**src/rtl/instr_fetch_buffer_if.sv**
```systemverilog
// Decode-side handshake of the instruction fetch buffer.
// The fetch buffer drives the queue head (master); decode consumes it (slave).
interface instr_fetch_buffer_if #(
    parameter int PC_W = 8
);
    logic            dec_valid;
    logic            dec_ready;
    logic [31:0]     dec_instr;
    logic [PC_W-1:0] dec_pc;

    modport master (
        output dec_valid,
        output dec_instr,
        output dec_pc,
        input  dec_ready
    );

    modport slave (
        input  dec_valid,
        input  dec_instr,
        input  dec_pc,
        output dec_ready
    );
endinterface

```
**src/rtl/instr_fetch_buffer.sv**
```systemverilog
// Instruction fetch buffer.
// Issues one-word requests to a sequential instruction memory, captures each
// returned word one cycle later, tags it with its byte PC and queues it in a
// small FIFO that decode drains through a valid/ready handshake. Issue is
// credit-limited so that in-flight words always have a free FIFO slot.
module instr_fetch_buffer #(
    parameter int DEPTH       = 4,
    parameter int FETCH_LIMIT = 63,
    parameter int PC_W        = 8
) (
    input  logic                       clock,
    input  logic                       reset,
    input  logic                       fetch_en,
    output logic                       next_op,
    input  logic [31:0]                instr,
    instr_fetch_buffer_if.master       dec,
    output logic [$clog2(DEPTH):0]     buf_count,
    output logic                       fetch_done
);

    localparam int DATA_W = 32;
    localparam int PTR_W  = $clog2(DEPTH);
    localparam int CNT_W  = PTR_W + 1;
    localparam int ISS_W  = $clog2(FETCH_LIMIT + 1);

    localparam logic [ISS_W-1:0] ISS_MAX   = ISS_W'(FETCH_LIMIT);
    localparam logic [CNT_W:0]   CREDIT_MX = (CNT_W + 1)'(DEPTH);
    localparam logic [PC_W-1:0]  PC_STEP   = PC_W'(4);

    typedef enum logic [1:0] {
        IDLE  = 2'd0,
        RUN   = 2'd1,
        DRAIN = 2'd2,
        DONE  = 2'd3
    } state_t;

    state_t state, state_nxt;

    // Request / capture bookkeeping
    logic [ISS_W-1:0]  issue_cnt;
    logic              pending;
    logic [PC_W-1:0]   pc;
    logic              issue_done;
    logic              issue_ok;

    // FIFO storage and control
    logic [DATA_W-1:0] fifo_instr [DEPTH];
    logic [PC_W-1:0]   fifo_pc    [DEPTH];
    logic [PTR_W-1:0]  wr_ptr;
    logic [PTR_W-1:0]  rd_ptr;
    logic [CNT_W-1:0]  count;
    logic              push;
    logic              pop;
    logic              head_vld;

    // Occupancy plus the word still in flight must leave room for one more.
    // Uses the registered count only, so a pop frees credit one cycle later.
    function automatic logic has_credit(input logic [CNT_W-1:0] occ,
                                        input logic             inflight);
        logic [CNT_W:0] used;
        used = {1'b0, occ} + {{CNT_W{1'b0}}, inflight};
        return used < CREDIT_MX;
    endfunction

    assign issue_done = (issue_cnt == ISS_MAX);
    assign issue_ok   = fetch_en && !issue_done && has_credit(count, pending);

    assign push     = pending;
    assign head_vld = (count != '0);
    assign pop      = head_vld && dec.dec_ready;

    // FSM state register
    always_ff @(posedge clock or posedge reset) begin
        if (reset) begin
            state <= IDLE;
        end else begin
            state <= state_nxt;
        end
    end

    // FSM next state and request pulse; requests only ever leave RUN
    always_comb begin
        state_nxt = state;
        next_op   = 1'b0;
        case (state)
            IDLE: begin
                if (fetch_en) begin
                    state_nxt = RUN;
                end
            end
            RUN: begin
                if (issue_done) begin
                    state_nxt = DRAIN;
                end else if (!fetch_en) begin
                    state_nxt = IDLE;
                end else begin
                    next_op = issue_ok;
                end
            end
            DRAIN: begin
                if (!pending) begin
                    state_nxt = DONE;
                end
            end
            DONE: begin
                state_nxt = DONE;
            end
            default: begin
                state_nxt = IDLE;
            end
        endcase
    end

    // ---- stage p0 -> p1: request issued, word returns next cycle ----
    // Track issued words, the in-flight flag and the PC of the next capture
    always_ff @(posedge clock or posedge reset) begin
        if (reset) begin
            issue_cnt <= '0;
            pending   <= 1'b0;
            pc        <= '0;
        end else begin
            pending <= next_op;
            if (next_op) begin
                issue_cnt <= issue_cnt + 1'b1;
            end
            if (push) begin
                pc <= pc + PC_STEP;
            end
        end
    end

    // ---- stage p1 -> FIFO: returned word captured with its PC tag ----
    // FIFO payload; contents are meaningless unless covered by count
    always_ff @(posedge clock) begin
        if (push) begin
            fifo_instr[wr_ptr] <= instr;
            fifo_pc[wr_ptr]    <= pc;
        end
    end

    // FIFO pointers and occupancy; pointers wrap naturally at DEPTH
    always_ff @(posedge clock or posedge reset) begin
        if (reset) begin
            wr_ptr <= '0;
            rd_ptr <= '0;
            count  <= '0;
        end else begin
            if (push) begin
                wr_ptr <= wr_ptr + 1'b1;
            end
            if (pop) begin
                rd_ptr <= rd_ptr + 1'b1;
            end
            case ({push, pop})
                2'b10:   count <= count + 1'b1;
                2'b01:   count <= count - 1'b1;
                default: count <= count;
            endcase
        end
    end

    // ---- FIFO head -> decode ----
    // Head is shown straight from storage; forced to zero while empty so
    // stale entries never leak out after reset.
    assign dec.dec_valid = head_vld;
    assign dec.dec_instr = head_vld ? fifo_instr[rd_ptr] : '0;
    assign dec.dec_pc    = head_vld ? fifo_pc[rd_ptr]    : '0;

    assign buf_count  = count;
    assign fetch_done = (state == DONE);

endmodule

```
**src/flat_wrapper.sv**
```systemverilog
// flat-port wrapper written by rule: the top's interface ports become plain ports
module instr_fetch_buffer_flat 
#(
    parameter int DEPTH       = 4,
    parameter int FETCH_LIMIT = 63,
    parameter int PC_W        = 8
)
  (clock, reset, fetch_en, next_op, instr, buf_count, fetch_done, dec_dec_valid, dec_dec_instr, dec_dec_pc, dec_dec_ready);
  instr_fetch_buffer_if #(.PC_W(PC_W)) dec_i ();
  input  logic clock;
  input  logic reset;
  input  logic fetch_en;
  output logic next_op;
  input  logic [31:0] instr;
  output logic [$clog2(DEPTH):0] buf_count;
  output logic fetch_done;
  output wire logic [$bits(dec_i.dec_valid)-1:0] dec_dec_valid;
  output wire logic [$bits(dec_i.dec_instr)-1:0] dec_dec_instr;
  output wire logic [$bits(dec_i.dec_pc)-1:0] dec_dec_pc;
  input wire logic [$bits(dec_i.dec_ready)-1:0] dec_dec_ready;
  assign dec_dec_valid = dec_i.dec_valid;
  assign dec_dec_instr = dec_i.dec_instr;
  assign dec_dec_pc = dec_i.dec_pc;
  assign dec_i.dec_ready = dec_dec_ready;
  instr_fetch_buffer #(.DEPTH(DEPTH), .FETCH_LIMIT(FETCH_LIMIT), .PC_W(PC_W)) u_core (.clock(clock), .reset(reset), .fetch_en(fetch_en), .next_op(next_op), .instr(instr), .dec(dec_i), .buf_count(buf_count), .fetch_done(fetch_done));
endmodule
```
**config.mk**
```make
export PLATFORM = sky130hd
export DESIGN_NAME = instr_fetch_buffer_flat
export DESIGN_NICKNAME = d
export VERILOG_FILES = /design/src/rtl/instr_fetch_buffer_if.sv /design/src/rtl/instr_fetch_buffer.sv /design/src/flat_wrapper.sv
export SDC_FILE = /design/constraint.sdc
export NUM_CORES = 1
export LEC_CHECK = 0
export ABC_AREA = 1
export BUFFER_PORTS_ARGS = -buffer_cell sky130_fd_sc_hd__buf_2
export CAP_MARGIN = 20
export CORE_ASPECT_RATIO = 0.8
export CORE_MARGIN = 5
export CORE_UTILIZATION = 60
export CTS_CLUSTER_DIAMETER = 100
export CTS_CLUSTER_SIZE = 8
export DETAILED_ROUTE_END_ITERATION = 16
export PLACE_DENSITY = 0.89
export SYNTH_ARGS = -nofsm -noshare
export SYNTH_HDL_FRONTEND = slang
export SYNTH_SLANG_ARGS = --single-unit
```
**constraint.sdc**
```tcl
create_clock -name clock -period 5.9 [get_ports clock]
set_clock_uncertainty 0.05 [all_clocks]
set_input_delay 1.18 -clock clock [delete_from_list [all_inputs] [get_ports clock]]
set_output_delay 1.18 -clock clock [all_outputs]
set_load 0.05 [all_outputs]
```
# ---- Word-level counts from Yosys, hierarchy flattened
# Memories as Yosys holds them, arrays and structs flattened.
# Index checks and enable logic that the tools add are counted.
dict set report word_totals {
  regBits 24
  ramBits 160
  input_bits 36
  output_inout_bits 46
  elab_cells 47
  n_memories 2
}
dict set report op_classes {
  add_sub_neg 7
  order_cmp 1
  eq_ne 9
  mux 13
  n_reduce_logical 8
}
# memory words word_bits read_ports rd_clocked_by_memory_dff wr line
set mem_list {}
lappend mem_list {u_core.fifo_instr 4 32 1 0 1 instr_fetch_buffer.sv:47} ;# logic [DATA_W-1:0] fifo_instr [DEPTH];
lappend mem_list {u_core.fifo_pc 4 8 1 0 1 instr_fetch_buffer.sv:48} ;# logic [PC_W-1:0] fifo_pc [DEPTH];
# cell n
set ops {}
lappend ops {{$mux 32} 1}
lappend ops {{$add 8x3->8 const B} 1}
lappend ops {{$mux 2} 4}
lappend ops {{$mux 8} 1}
lappend ops {{$pmux 2 s4} 1}
lappend ops {{$add 6x1->6 const B} 1}
lappend ops {{$eq 2x2->1 const B} 3}
lappend ops {{$eq 6x6->1 const B} 1}
lappend ops {{$pmux 3 s2} 1}
lappend ops {{$mux 1} 5}
lappend ops {{$add 2x1->2 const B} 2}
lappend ops {{$add 3x1->4} 1}
lappend ops {{$eq 2x1->1 const B} 2}
lappend ops {{$lt 4x3->1 const B} 1}
lappend ops {{$ne 2x2->1 const B} 2}
lappend ops {{$add 3x1->3 const B} 1}
lappend ops {{$logic_and 1x1->1} 3}
lappend ops {{$ne 3x2->1 const B} 1}
lappend ops {{$reduce_and 3->1} 1}
lappend ops {{$reduce_bool 3->1} 1}
lappend ops {{$sub 3x1->3 const B} 1}
lappend ops {{$logic_not 2->1} 1}
lappend ops {{$reduce_bool 2->1} 1}
lappend ops {{$logic_not 1->1} 1}

# ---- Depth between registers and ports, before layout
# Gate-level depths: netlist (run 1).
dict set report depth {
  depth_word 7
  depth_mapped 11
  ltp_nobuf 11
}

# ---- Least setup slack after synthesis (run 1)
# No wires, ideal clock.
dict set report synth_path {
  path_kind {reg-to-output}
  start {register u_core.count[0] (netlist: u_core.buf_count[0])}
  end {output dec_dec_instr[11]}
  arrival_ns 2.275
  t_required_ns 4.670
  slack_ns 2.395
  stages_incl_launch_ff 7
  path_buffers 2
  cell_sequence {dfrtp_1 inv_1 nand3_2 inv_1 buf_2 buf_2 a21oi_1}
}
dict set report synth_via {
  elab_chain_cells 2
}
# element line
set synth_rtl {}
lappend synth_rtl {{start: declaration} instr_fetch_buffer.sv:51} ;# logic [CNT_W-1:0] count;
lappend synth_rtl {{start signal: assignment} instr_fetch_buffer.sv:155} ;# 2'b10: count <= count + 1'b1;
lappend synth_rtl {{start signal: assignment} instr_fetch_buffer.sv:156} ;# 2'b01: count <= count - 1'b1;
lappend synth_rtl {{start signal: assignment} instr_fetch_buffer.sv:157} ;# default: count <= count;
lappend synth_rtl {{$reduce_bool 3->1} instr_fetch_buffer.sv:69} ;# assign head_vld = (count != '0);
lappend synth_rtl {{via dec_dec_valid} flat_wrapper.sv:17} ;# output wire logic [$bits(dec_i.dec_valid)-1:0] dec_dec_valid;
lappend synth_rtl {{$mux 32} instr_fetch_buffer.sv:166} ;# assign dec.dec_instr = head_vld ? fifo_instr[rd_ptr] : '0;
lappend synth_rtl {{end: declaration} flat_wrapper.sv:18} ;# output wire logic [$bits(dec_i.dec_instr)-1:0] dec_dec_instr;
# The timed path passes the listed nets, and every way through them passes these cells.

# ---- Worst setup path in the final report (run 1)
dict set report layout_path {
  start {register u_core.rd_ptr[1]}
  end {output dec_dec_instr[25]}
}
dict set report layout_via {
  elab_chain_cells 2
}
# element line
set layout_rtl {}
lappend layout_rtl {{start: declaration} instr_fetch_buffer.sv:50} ;# logic [PTR_W-1:0] rd_ptr;
lappend layout_rtl {{start signal: assignment} instr_fetch_buffer.sv:152} ;# rd_ptr <= rd_ptr + 1'b1;
lappend layout_rtl {{$mem_v2 4x32} -}
lappend layout_rtl {{$mux 32} instr_fetch_buffer.sv:166}
# No other way between the ends.

==> impl_metrics.csv, run 1 <==
group,metric,value,unit
status,run_status,"completed",
cells_and_area,fill_cells,748,
synth,avgSynthCellArea,11.9,um^2
floorplanning,die_y,107,um
cts,clk_pin_slew,0.06,ns
worst_setup_path,slowest_stage,"inv_2",
global_route,grt_usage,0.217,
cells_and_area,multiInputGateArea,1670,um^2
cts,root_buffer,"clkbuf_16",
floorplanning,dieArea,14100,um^2
power,sw_frac_of_total,0.449,
worst_hold_path,min-delay-start,"u_core.wr_ptr[0]$_DFFE_PP0P_",
worst_setup_path,worst-path-buf-inv,3,
worst_setup_path,cp.required,4.67,ns
sta,max_freq,268,MHz
detailed_routing,drcViolationCount,0,
synth,synth_area,7070,um^2
worst_setup_path,cp_max_fo,40,
synth,yosysSeqAreaShare,0.724,
global_route,grt_overflow_total,0,
floorplanning,pin_count,82,
cells_and_area,nNetsFinal,707,
cells_and_area,syn_to_final_growth,14.2,%
power,p_switching,2.13,mW
worst_setup_path,max_stage_delay,0.47,ns
synth,yosysTopAreaCell,"edfxtp_1",
synth,ys_warn_count,0,
power,power_frac_seq,0.333,
power,power_density,587,nW/um^2
global_route,grt_pass1_vias,4836,
detailed_routing,drt-total-wl,14800,um
synth,synth_edf_count,152,
power,p_leak,3.09,nW
synth,synth_common_cells,"nor2_1 (161), edfxtp_1 (152), o21ai_0 (57)",
cts,cts_tree,"done",
sta,setup-tns-final,0,ns
cells_and_area,antenna_cells,0,
worst_setup_path,critPathCaptureType,"primary output",
worst_setup_path,reg2regPathDepth,11,
placement,place.gp.congestion,0.853,
power,clkPwrFrac,0.231,
cells_and_area,seq_area,5120,um^2
placement,dp_hpwl,8200,um
floorplanning,fp.coreArea,11500,um^2
sta,slew_viol_final,0,
sta,period_share,0.633,
floorplanning,start_util,0.614,
power,ir_worst_vdd,0.322,mV
sta,worst_pin_slew,0.962,ns
floorplanning,die_x,131,um
worst_setup_path,critPathLaunchType,"register",
global_route,grt_max_degree,79,
detailed_routing,vias_per_cell,5.67,
cts,clkLatencyLatePin,0.42,ns
cts,htree_levels,4,
detailed_routing,drt_iter0_drc,473,
worst_setup_path,cp.arrival,2.50,ns
worst_setup_path,worst-path-stages,6,
power,p_int,2.61,mW
worst_hold_path,hp-class,"reg2reg",
synth,synth_ff_type,"edfxtp_1",
detailed_routing,ant_nets,0,
sta,rsz0062_at_grt,"false",
global_route,grt_first_pass_wirelength,23900,um
power,comb_power_share,0.436,
worst_setup_path,timing.rr.start,"u_core.buf_count[0]$_DFFE_PP0P_",
detailed_routing,drt_pass1_iterations,5,
sta,setup_ws,2.17,ns
sta,final-hold-violation-count,0,
sta,slew_headroom,0.358,
synth,netlist-cell-type-count,24,
cts,cts.path.max_buffers,2,
cells_and_area,final_core_util,0.701,
run,drv_cap,0,
synth,async_flop_share,0.126,
cts,cts_hold_buf,0,
cts,cts_setup_buffers,0,
synth,syn_inst,593,
global_route,antenna_found_initial,1,
cells_and_area,fin_cells,823,
worst_hold_path,hold_path_depth,1,
placement,place_ws,2.61,ns
synth,synth_area_leaders,"edfxtp_1 (65%), nor2_1 (8.6%), dfrtp_1 (7.8%), o21ai_0 (4.0%), a21oi_1 (2.7%)",
sta,setup_viol,0,
cts,cts_resized,0,
detailed_routing,vias,4667,
synth,yosysMostFrequentCell,"nor2_1",
cts,clock_sinks,174,
cts,numCtsBuffers,17,
placement,dp.cells,792,
sta,period_minus_slack,3.73,ns
detailed_routing,wl_per_cell,18.0,um
worst_setup_path,critPathTopFamily,"buffers and inverters",
cells_and_area,drive_above_1_share,0.175,
worst_setup_path,crit_path_start,"u_core.rd_ptr[1]$_DFFE_PP0N_",
placement,portBuffers,79,
worst_setup_path,path_class,"reg2out",
floorplanning,row_count,35,
worst_setup_path,crit_chain,"buf_4, inv_2, nor2_1, o21ai_1, a21oi_1, buf_2",
synth,netlist.area_leader.share,0.646,
synth,ys_ff_latch,174,
layer usage:
| metal | vias up | track usage | wire length [um] |
|---|---|---|---|
| met1 | 2263 | 0.268 | 6010 |
| met3 | 22 | 0.0774 | 1220 |
| met5 | - | 0 | 13 |
| met2 | 206 | 0.362 | 7350 |
| li1 | 2174 | - | - |
| met4 | 2 | 0.0705 | 192 |
logic make-up after synthesis:
logic type | Yosys count | synth area share
AOI/OAI and AO/OA | 120 | 0.0853
other | 1 | 0.000531
and+or+nand+nor | 221 | 0.121
xor gates and xnor gates | 11 | 0.0136
adders and majority gates | 8 | 0.0152
buffers and inverters | 58 | 0.0402
DFF | 174 | 0.724
cells in the final DEF, fill, tap and decap left out:
master,n
clkinv_4,3
nand4_1,2
dfrtp_2,1
nor2_1,161
clkinvlp_4,1
nand3_2,1
o21ai_0,57
inv_2,5
clkbuf_16,17
a21oi_1,38
buf_4,3
nand2_1,45
clkbuf_1,2
inv_1,20
nor2_2,1
buf_2,79
dfrtp_1,21
inv_4,1
nand3_1,11
bufinv_16,3
ha_1,7
o21bai_1,1
conb_1,2
xor2_1,7
o21ai_1,24
fa_1,1
clkinv_2,3
xnor2_1,4
clkinv_1,2
edfxtp_1,152
final cells by class:
cell class | count | share of cell area
Sequential cell | 174 | 0.634
Multi-Input combinational cell | 362 | 0.207
Clock buffer | 19 | 0.0536
Timing Repair Buffer | 82 | 0.0518
Tap cell | 148 | 0.0229
Clock inverter | 12 | 0.0181
Inverter | 26 | 0.0124
power by group through the flow:
stage	Combinational (mW)	Sequential [mW]	Clock (mW)
2_1_floorplan	1.60	1.61	0
3_3_place_gp	2.01	1.59	0
3_5_place_dp	2.06	1.60	0
4_1_cts	2.07	1.58	1.11
5_1_grt	2.23	1.59	1.17
6_report	2.06	1.58	1.10
sequential cells by signal, summed over array words and instances (netlist names):
register / cells
u_core.fifo_instr: 128
u_core.buf_count: 3
u_core.state: 2
u_core.fifo_pc: 24
u_core.wr_ptr: 2
u_core.pc: 6
u_core.rd_ptr: 2
u_core.issue_cnt: 6
u_core.pending: 1
worst register-to-register path: stages, from the launching register on:
cell and delay (ns):
dfrtp_1 0.42, inv_1 0.11, nand3_2 0.10, nand2_1 0.12, inv_1 0.12, ha_1 0.17, inv_1 0.08, fa_1 0.39
nor2_1 0.13, nor2_1 0.06, nand2_1 0.07, xor2_1 0.15
through the flow:
step | instance area, um^2 | hold slack (ns) | total power, mW
finish | 8070 | 0.485 | 4.74
detailed placement | 7490 | 0.455 | 3.66
global route | 8070 | 0.504 | 4.99
floorplan | 7070 | 0.421 | 3.21
CTS | 8070 | 0.478 | 4.76
global placement | 7490 | 0.452 | 3.59
final timing paths:
| path | slack, ns | to |
|---|---|---|
| hold / removal | 0.48 | u_core.wr_ptr[0]$_DFFE_PP0P_ |
| setup / recovery | 2.17 | dec_dec_instr[25] |
| min in group asynchronous | 0.88 | u_core.buf_count[2]$_DFFE_PP0P_ |
| hold reg to reg | 0.48 | u_core.wr_ptr[0]$_DFFE_PP0P_ |
| max in group asynchronous | 4.33 | u_core.rd_ptr[0]$_DFFE_PP0N_ |
| setup reg to reg | 3.88 | u_core.buf_count[2]$_DFFE_PP0P_ |
Note: power is estimated with default switching activity, not from simulation.
==> run 2: changes to the inputs <==
- ABC_AREA: 1 -> 0
- CORE_UTILIZATION: 60 -> 52
- PLACE_DENSITY: 0.89 -> 0.82
- clock period: 5.9 -> 3.2 ns (I/O delays scaled with it)
==> impl_metrics.csv, run 2 <==
group,metric,value,unit
cells_and_area,reg_top3,"u_core.fifo_instr (128), u_core.fifo_pc (24)",
cells_and_area,fill_cells,895,
worst_setup_path,critPathCaptureType,"primary output",
sta,period_minus_slack,2.93,ns
power,p_leak,2.88,nW
synth,syn_inst,338,
sta,setup_ws,0.270,ns
synth,ys_ff_latch,174,
placement,place_ws,0.515,ns
global_route,grt_pass1_vias,3620,
global_route,grt_first_pass_wirelength,19900,um
cts,cts.path.max_buffers,2,
cells_and_area,max_flop_register,"u_core.fifo_instr",
detailed_routing,ant_nets,0,
floorplanning,fp.coreArea,12900,um^2
cts,clk_pin_slew,0.06,ns
synth,synth_edf_count,152,
placement,dp_hpwl,7880,um
placement,place.gp.congestion,0.732,
global_route,antenna_found_initial,2,
synth,avgSynthCellArea,20.4,um^2
synth,synth_ff_type,"edfxtp_1",
floorplanning,dieArea,15700,um^2
power,power_density,991,nW/um^2
global_route,grt_usage,0.166,
cts,numCtsBuffers,17,
worst_setup_path,path_class,"reg2out",
synth,yosysSeqAreaShare,0.742,
cells_and_area,drive_above_1_share,0.382,
worst_setup_path,max_stage_delay,0.65,ns
floorplanning,die_y,113,um
cells_and_area,largest_reg_flops,128,
detailed_routing,drcViolationCount,0,
worst_setup_path,critPathLaunchType,"register",
cells_and_area,nNetsFinal,476,
detailed_routing,drt_pass1_iterations,4,
cells_and_area,fin_cells,620,
detailed_routing,vias,3349,
floorplanning,row_count,37,
sta,period_share,0.916,
cells_and_area,layout.cells.most_common,"edfxtp_1",
synth,synth_area,6890,um^2
synth,yosysTopAreaCell,"edfxtp_1",
sta,worst_pin_slew,0.868,ns
worst_setup_path,slowest_stage,"dfrtp_4",
synth,netlist.area_leader.share,0.662,
sta,max_freq,341,MHz
floorplanning,pin_count,82,
cells_and_area,layout_common_cells,"edfxtp_1 (152), buf_2 (79), and2_1 (40)",
detailed_routing,wl_per_cell,19.9,um
worst_setup_path,cp.required,2.51,ns
floorplanning,die_x,139,um
power,ir_worst_vdd,0.637,mV
sta,setup-tns-final,0,ns
placement,portBuffers,79,
global_route,grt_overflow_total,0,
global_route,grt_max_degree,41,
cts,cts_setup_buffers,0,
sta,rsz0062_at_grt,"false",
placement,dp.cells,588,
cts,root_buffer,"clkbuf_16",
cts,clkLatencyLatePin,0.41,ns
sta,slew_viol_final,0,
worst_setup_path,reg2regPathDepth,8,
sta,setup_viol,0,
sta,slew_headroom,0.421,
synth,ys_warn_count,0,
worst_setup_path,cp.arrival,2.24,ns
status,run_status,"completed",
detailed_routing,drt-total-wl,12400,um
synth,synth_common_cells,"edfxtp_1 (152), and2_1 (44), mux4_2 (38)",
worst_setup_path,crit_chain,"buf_4, mux4_2, and2_1, buf_2",
sta,final-hold-violation-count,0,
floorplanning,start_util,0.534,
worst_setup_path,cp_max_fo,18,
worst_hold_path,hp-class,"in2async",
synth,yosysMostFrequentCell,"edfxtp_1",
cts,cts_tree,"done",
synth,synth_area_leaders,"edfxtp_1 (66%), mux4_2 (12%), dfrtp_1 (8.0%), and2_1 (4.0%), ha_1 (1.3%)",
synth,async_flop_share,0.126,
cells_and_area,syn_to_final_growth,16.1,%
cells_and_area,antenna_cells,0,
run,drv_cap,0,
synth,netlist-cell-type-count,32,
detailed_routing,drt_iter0_drc,211,
cts,clock_sinks,174,
cts,htree_levels,4,
detailed_routing,vias_per_cell,5.40,
## run 2: changes by cell type after synthesis, sizes merged, moves of 2 or more
| cell | before | now |
|---|---|---|
| nor2 | 162 | 4 |
| o21ai | 81 | 2 |
| and2 | 0 | 44 |
| mux4 | 0 | 38 |
| a21oi | 38 | 1 |
| nand2 | 45 | 9 |
| inv | 26 | 7 |
| buf | 22 | 11 |
| nand3 | 12 | 3 |
| clkbuf | 10 | 5 |
| mux2 | 0 | 5 |
| nand2b | 0 | 2 |
| nor2b | 0 | 2 |
## run 2: cell families after synthesis
group           count (synthesis)  synth area share
compound gates                  4           0.00327
buf+inv                        23            0.0252
simple gates                   71            0.0628
xor+xnor                       13            0.0165
mux                            44             0.134
flops                         174             0.742
fa+ha+maj                       8            0.0156
other cells                     1          0.000544
## run 2: critical path, delay by kind of cell (launching register included)
| family | cells | cell delay [ns] |
|---|---|---|
| mux | 1 | 0.52 |
| simple gates | 1 | 0.16 |
| flops | 1 | 0.65 |
| buf+inv | 2 | 0.49 |
## run 2: what timing repair did
action                                  4_1_cts  5_1_grt
gates resized for setup                       0        1
endpoints found under the setup margin        0        8
hold buffers                                  0        0
## run 2: layout make-up
type                            count  area (um^2)  area share
Sequential cell                   174         5120       0.640
Inverter                            7         26.3     0.00328
Multi-Input combinational cell    142         1610       0.201
Timing Repair Buffer               90          503      0.0629
Clock inverter                     14         92.6      0.0116
Tap cell                          175          219      0.0274
Clock buffer                       18          429      0.0536
## run 2: worst paths after layout
check | endpoint | start | slack, ns
max in group asynchronous | u_core.rd_ptr[0]$_DFFE_PP0N_ | reset | 2.11
worst min-delay path | u_core.pc[6]$_DFFE_PP0P_ | reset | 0.35
worst max register to register | u_core.buf_count[2]$_DFFE_PP0P_ | u_core.buf_count[0]$_DFFE_PP0P_ | 0.86
worst min register to register | u_core.issue_cnt[0]$_DFFE_PP0P_ | u_core.issue_cnt[0]$_DFFE_PP0P_ | 0.45
worst max-delay path | dec_dec_instr[16] | u_core.rd_ptr[0]$_DFFE_PP0N_ | 0.27
min in group clock | u_core.fifo_instr[0][17]$_DFFE_PP_ | instr[17] | 0.39
## run 2: per-stage QoR
step	power, mW	utilization	area (um^2)	hold WS (ns)
2_1_floorplan	5.57	-	6900	0.418
5_1_grt	8.32	0.619	8000	0.372
4_1_cts	8.01	0.619	8000	0.372
3_3_place_gp	6.15	0.579	7480	0.436
3_5_place_dp	6.21	0.579	7480	0.434
6_report	7.93	0.619	8000	0.353
## run 2: layer usage
metal	share of wire	track usage	vias up
li1	-	-	1498
met4	0.0081	0.0378	4
met1	0.42	0.222	1738
met3	0.065	0.0566	15
met5	0.0019	0	-
met2	0.50	0.270	94
## run 2: power by group
| part | internal, mW | switching (mW) | leakage, nW |
|---|---|---|---|
| logic | 1.06 | 2.01 | 0.980 |
| clock network | 0.988 | 0.817 | 0.249 |
| registers | 2.76 | 0.293 | 1.65 |
| total | 4.81 | 3.12 | 2.88 |
